File: src/rtl/rot_load_pkg.sv
// rot_load_pkg: shared types and defaults for the rotate-load controller.
//   state_t   : controller FSM states (IDLE, LOAD, ROTATE, DONE)
//   DEF_WIDTH : default data width of the downstream shifter
//   DEF_DEPTH : default job FIFO depth (power of two, >= 2)
//   ROT_W     : width of the rotation count carried with each job
package rot_load_pkg;

  typedef enum logic [1:0] {
    IDLE   = 2'd0,
    LOAD   = 2'd1,
    ROTATE = 2'd2,
    DONE   = 2'd3
  } state_t;

  localparam int DEF_WIDTH = 8;
  localparam int DEF_DEPTH = 4;
  localparam int ROT_W     = 3;

endpackage

File: src/rtl/rot_load_fifo.sv
// rot_load_fifo: synchronous FIFO holding {rot, data} jobs.
//   clk, rstn  : clock, synchronous active-low reset
//   push/wdata : write request (ignored while full)
//   pop/rdata  : read request (ignored while empty); rdata shows the head
//   full/empty : occupancy flags, derived from registered level only
//   level      : current occupancy, 0..DEPTH
module rot_load_fifo #(
  parameter int DW    = 11,
  parameter int DEPTH = 4
) (
  input  logic                     clk,
  input  logic                     rstn,
  input  logic                     push,
  input  logic [DW-1:0]            wdata,
  input  logic                     pop,
  output logic [DW-1:0]            rdata,
  output logic                     full,
  output logic                     empty,
  output logic [$clog2(DEPTH):0]   level
);

  localparam int AW = $clog2(DEPTH);
  localparam int LW = AW + 1;

  logic [DW-1:0] mem [DEPTH];
  logic [AW-1:0] wptr, rptr;
  logic          push_ok, pop_ok;

  assign full    = (level == LW'(DEPTH));
  assign empty   = (level == '0);
  assign push_ok = push && !full;
  assign pop_ok  = pop && !empty;
  assign rdata   = mem[rptr];

  always_ff @(posedge clk) begin
    if (rstn && push_ok) mem[wptr] <= wdata;
  end

  // Pointers wrap naturally because DEPTH is a power of two.
  always_ff @(posedge clk) begin
    if (!rstn) begin
      wptr  <= '0;
      rptr  <= '0;
      level <= '0;
    end else begin
      if (push_ok) wptr <= wptr + 1'b1;
      if (pop_ok)  rptr <= rptr + 1'b1;
      case ({push_ok, pop_ok})
        2'b10:   level <= level + 1'b1;
        2'b01:   level <= level - 1'b1;
        default: level <= level;
      endcase
    end
  end

endmodule

File: src/rtl/rot_load_ctrl.sv
// rot_load_ctrl: queues {byte, rotation} jobs and drives a downstream
// left-rotate shift register. Each job is loaded with a one-cycle load_en,
// then the shifter free-runs (rotl by 1 per cycle) for rot cycles, after
// which done pulses: the shifter then holds rotl(data, rot).
//   clk, rstn          : clock, synchronous active-low reset
//   in_valid/in_ready  : job handshake; in_ready depends on FIFO level only
//   in_data, in_rot    : job payload
//   load_val, load_en  : parallel load to the shifter
//   done               : one-cycle completion pulse
//   busy               : FSM outside IDLE
//   level              : FIFO occupancy
module rot_load_ctrl
  import rot_load_pkg::*;
#(
  parameter int WIDTH = DEF_WIDTH,
  parameter int DEPTH = DEF_DEPTH
) (
  input  logic                   clk,
  input  logic                   rstn,
  input  logic                   in_valid,
  output logic                   in_ready,
  input  logic [WIDTH-1:0]       in_data,
  input  logic [ROT_W-1:0]       in_rot,
  output logic [WIDTH-1:0]       load_val,
  output logic                   load_en,
  output logic                   done,
  output logic                   busy,
  output logic [$clog2(DEPTH):0] level
);

  localparam int FW = WIDTH + ROT_W;

  state_t           state;
  logic [ROT_W-1:0] cnt;
  logic [FW-1:0]    head;
  logic             full, empty, pop;

  assign in_ready = !full;
  // Pop only from IDLE; state and empty are both registered, so no
  // combinational path exists from in_valid to in_ready or pop.
  assign pop = (state == IDLE) && !empty;

  rot_load_fifo #(
    .DW    (FW),
    .DEPTH (DEPTH)
  ) u_fifo (
    .clk   (clk),
    .rstn  (rstn),
    .push  (in_valid),
    .wdata ({in_rot, in_data}),
    .pop   (pop),
    .rdata (head),
    .full  (full),
    .empty (empty),
    .level (level)
  );

  // Outputs are registered alongside the state so load_en/done/busy line
  // up exactly with LOAD/DONE/non-IDLE.
  always_ff @(posedge clk) begin
    if (!rstn) begin
      state    <= IDLE;
      cnt      <= '0;
      load_val <= '0;
      load_en  <= 1'b0;
      done     <= 1'b0;
      busy     <= 1'b0;
    end else begin
      load_en <= 1'b0;
      done    <= 1'b0;
      case (state)
        IDLE: begin
          if (!empty) begin
            load_val <= head[WIDTH-1:0];
            cnt      <= head[FW-1:WIDTH];
            state    <= LOAD;
            load_en  <= 1'b1;
            busy     <= 1'b1;
          end
        end
        LOAD: begin
          if (cnt != '0) begin
            state <= ROTATE;
          end else begin
            state <= DONE;
            done  <= 1'b1;
          end
        end
        ROTATE: begin
          // Leaving on cnt==1 makes ROTATE last exactly rot cycles.
          cnt <= cnt - 1'b1;
          if (cnt == ROT_W'(1)) begin
            state <= DONE;
            done  <= 1'b1;
          end
        end
        DONE: begin
          state <= IDLE;
          busy  <= 1'b0;
        end
        default: begin
          state <= IDLE;
          busy  <= 1'b0;
        end
      endcase
    end
  end

endmodule
File: config.mk
export PLATFORM = sky130hd
export DESIGN_NAME = rot_load_ctrl
export DESIGN_NICKNAME = d
export VERILOG_FILES = /design/src/rtl/rot_load_pkg.sv /design/src/rtl/rot_load_fifo.sv /design/src/rtl/rot_load_ctrl.sv
export SDC_FILE = /design/constraint.sdc
export NUM_CORES = 1
export LEC_CHECK = 0
export ABC_AREA = 1
export CAP_MARGIN = 15
export CORE_MARGIN = 5
export CORE_UTILIZATION = 30
export CTS_CLUSTER_SIZE = 30
export DETAILED_ROUTE_END_ITERATION = 6
export GPL_ROUTABILITY_DRIVEN = 0
export GPL_TIMING_DRIVEN = 1
export HOLD_SLACK_MARGIN = 0.03
export PLACE_DENSITY = 0.5
export SYNTH_ARGS = -nofsm -noshare
export SYNTH_HDL_FRONTEND = slang
export SYNTH_SLANG_ARGS = --single-unit
export TNS_END_PERCENT = 30
File: constraint.sdc
create_clock -name clk -period 2.5 [get_ports clk]
set_input_delay 0.25 -clock clk [delete_from_list [all_inputs] [get_ports clk]]
set_output_delay 0.25 -clock clk [all_outputs]
set_load 0.05 [all_outputs]
==> metrics.md <==
| Metric | Value |
|---|---|
| Status | finished, final reports clean |
| Top Ports | 29 |
| Clk sinks | 69 |
| Setup TNS | 0 ns |
| Power Density | approximately 1100 mW/mm^2 |
| Switching Share | 0.3843 |
| Clk_lat worst skew | between 0.3 and 0.4 ns |
| Flop pwr share | 0.385 |
| Final Core Density | 0.3701 |
| Synth top area share | 0.4501 |
| Slowest stage cell, crit path | clkdlybuf4s50_1 |
| Comb pwr share | 0.386 |
| Total CTS buffers | 9 |
| Place WS | ~0.54 ns |
| Clock power frac | 0.229 |
| Post-CTS sizing | 0 |
| Vias in the first global route | about 2k |
| Slew Viols, Final | 0 |
| Final global-route overflow total | 0 |
| RR Startpoint | state[0] |
| Dominant cells by area after synthesis | edfxtp_1, dfxtp_1, nor2_1 |
| Synthesized area | 0.002935 mm^2 |
| Cells after synthesis | roughly 290 |
| Port Buffers | 28 |
| Internal power | 2382 uW |
| Setup CP Type | flop to primary output |
| Worst clock skew | ~0.0081 ns |
| Drt pass-1 iters | 4 |
| Final setup fails | 0 |
| Avg Cell Area, Syn | approximately 10 um^2 |
| Postcts setup bufs | 0 |
| Finished Cell Area | roughly 0.0036 mm^2 |
| Final Critical Period | about 2.1 ns |
| Worst Slack Setup Final | 0.4379 ns |
| Tightest Pin Transition | ~0.50 ns |
| Routed WL | ~5.9 mm |
| Crit path launch | u_fifo.level[0] |
| Hold Path Class | flop to flop |
| Worst hold start | busy |
| Seq cells post-synth | 69 |
| Yosys top cell by area | edfxtp_1 |
| Hold-fix buffer count after cts | 0 |
| First-pass GRT wire length | between 9 and 10 mm |
| DIE AREA | between 0.01 and 0.015 mm^2 |
| Kind of end point of the critical path | primary output |
| Core area | approximately 0.0096 mm^2 |
| GR Util All Layers | 0.1113 |
| Ant. Diodes | 0 |
| Crit-path cells | nor2_4, nand2_1, clkdlybuf4s50_1 |
| DRC viols | 0 |
| Critical path arrival | 1.81 ns |
| Antenna Nets Post-Route | 0 |
| Max-cap viol count | 0 |
| CP Buf/Inv Count | 1 |
| Placed cell areas | around 0.0034 mm^2 |
| Vias/cell | between 4 and 5 |
| Share of cells above drive strength 1 | 0.09524 |
| Reg clk slew, reported paths | around 0.070 ns |
| Largest net degree at the start of global routing | 20 |
| Final hold vios | 0 |
| Htree depth | 3 |
| YS warnings | 0 |
| Std-Cell Rows | 36 |
| CP peak stage delay | between 0.8 and 0.9 ns |
| CP Max Fanout | 4 |
| DRT iter0 DRCs | 95 |
| Via count | 1,996 |
| Initial antenna violation count | 0 |
| Fmax | about 480 MHz |
| Post-DP HPWL | a little under 4 mm |
| Peak supply drop | 0.4667 mV |
| Net Count, Synth | 320 |
| Wire per inst | between 10 and 15 um |
| Starting density of the core | 0.3045 |
| Final period utilization | 0.8249 |
| Max_slew headroom | 0.6651 |
| Unique masters post-synth | 24 |
| Seq/Total Area, Yosys | 0.6206 |
| RSZ-0062 raised after global routing | false |
| # fillers | between 900 and 1k |
| Longest Clk Path Bufs | 2 |
| Leak | 0.001403 uW |
| CTS tree | done |
| NetSw | roughly 1500 uW |
| Design Power | ~3900 uW |
| Die height | around 110 um |
| Kind of cell adding the most delay to the critical path | buffers and inverters |
| Final net count | 359 |
| Worst endpoint required time | 2.25 ns |
| Clock Root Buffer | clkbuf_8 |
| Die width | around 110 um |
| Setup crit start kind | flop |
| Layout area overhead | 21.53% |
layout by cell type (no fill, tap or decap), types with 2 or more instances in the layout:
master | Yosys | layout
nor2_1 | 70 | 70
nand2_1 | 51 | 51
edfxtp_1 | 44 | 44
clkdlybuf4s50_1 | 0 | 28
dfxtp_1 | 25 | 25
o21ai_0 | 23 | 23
inv_1 | 18 | 18
ha_1 | 13 | 13
nand3_1 | 12 | 12
clkbuf_8 | 0 | 10
a21oi_1 | 9 | 9
buf_4 | 1 | 8
inv_2 | 3 | 3
o21ai_1 | 3 | 3
nand2_2 | 2 | 2
xor2_1 | 2 | 2
or2_2 | 2 | 2
clkbuf_1 | 0 | 2
clkinv_2 | 0 | 2
cell usage after synthesis, drive strengths merged:
cell,number
a21oi,10
buf,8
dfxtp,25
edfxtp,44
fa,1
ha,13
inv,21
nand2,53
nand3,13
nand3b,1
nor2,71
o21a,1
o21ai,26
o21bai,1
or2,2
xor2,2
area by class of cell:
cell class	instances	area (um^2)	area share
Timing Repair Buffer	36	340.3	0.09541
Inverter	21	78.83	0.02210
Tap cell	133	166.4	0.04665
Clock inverter	4	47.55	0.01333
Clock buffer	12	145.1	0.04069
Multi-Input combinational cell	194	967.2	0.2711
Sequential cell	69	1822	0.5107
power by group through the flow:
| stage | Sequential [uW] | Combinational, uW | Clock (uW) |
|---|---|---|---|
| after detailed placement | 1520 | 1520 | 0 |
| after floorplan | 1750 | 874 | 0 |
| after CTS | 1490 | 1520 | 916 |
| after global placement | 1510 | 1510 | 0 |
| after global routing | 1520 | 1680 | 981 |
| final | 1490 | 1490 | 887 |
worst register-to-register path: stages, from the launching register on:
cell and delay [ns]:
dfxtp_1 0.40, inv_1 0.12, ha_1 0.27, inv_2 0.08
a21oi_2 0.04, ha_1 0.22, fa_1 0.39, o21bai_1 0.16
a21oi_1 0.07, nand2_1 0.06, nand2_1 0.04, nor2_1 0.08
kinds of logic after synthesis:
kind of cell               Yosys count  share of synthesized area
buffers and inverters               29                    0.04987
adders and majority gates           14                    0.06224
and+or+nand+nor                    140                     0.1935
AOI/OAI and AO/OA                   38                    0.06777
DFF                                 69                     0.6206
xor gates and xnor gates             2                   0.005969
worst paths after layout:
| check | end | slack (ns) | depth (start not counted) |
|---|---|---|---|
| hold reg to reg | busy | 0.47 | 1 |
| hold / removal | busy | 0.47 | 1 |
| setup / recovery | in_ready | 0.44 | 3 |
| setup reg to reg | u_fifo.level[2] | 0.52 | 11 |
routing by layer:
layer,vias to the layer above,track usage,wire length (um)
met5,-,0,0
met3,5,0.03671,212
met2,25,0.1829,2833
met4,0,0.03246,46
met1,929,0.1394,2809
li1,1037,-,-
state kept, by name, indices dropped and copies added, names as in the netlist, named ones only:
| register | flops |
|---|---|
| done | 1 |
| state | 2 |
| cnt | 3 |
| u_fifo.wptr | 2 |
| load_en | 1 |
| busy | 1 |
| u_fifo.rptr | 2 |
| load_val | 8 |
| u_fifo.mem | 44 |
| u_fifo.level | 3 |
per-stage QoR:
step,hold WS [ns],std cells
detailed placement,0.4636,453
finish,0.4691,469
global placement,0.4617,453
CTS,0.4801,469
floorplan,0.3489,292
global route,0.5106,469
Note: power is estimated with default switching activity, not from simulation.
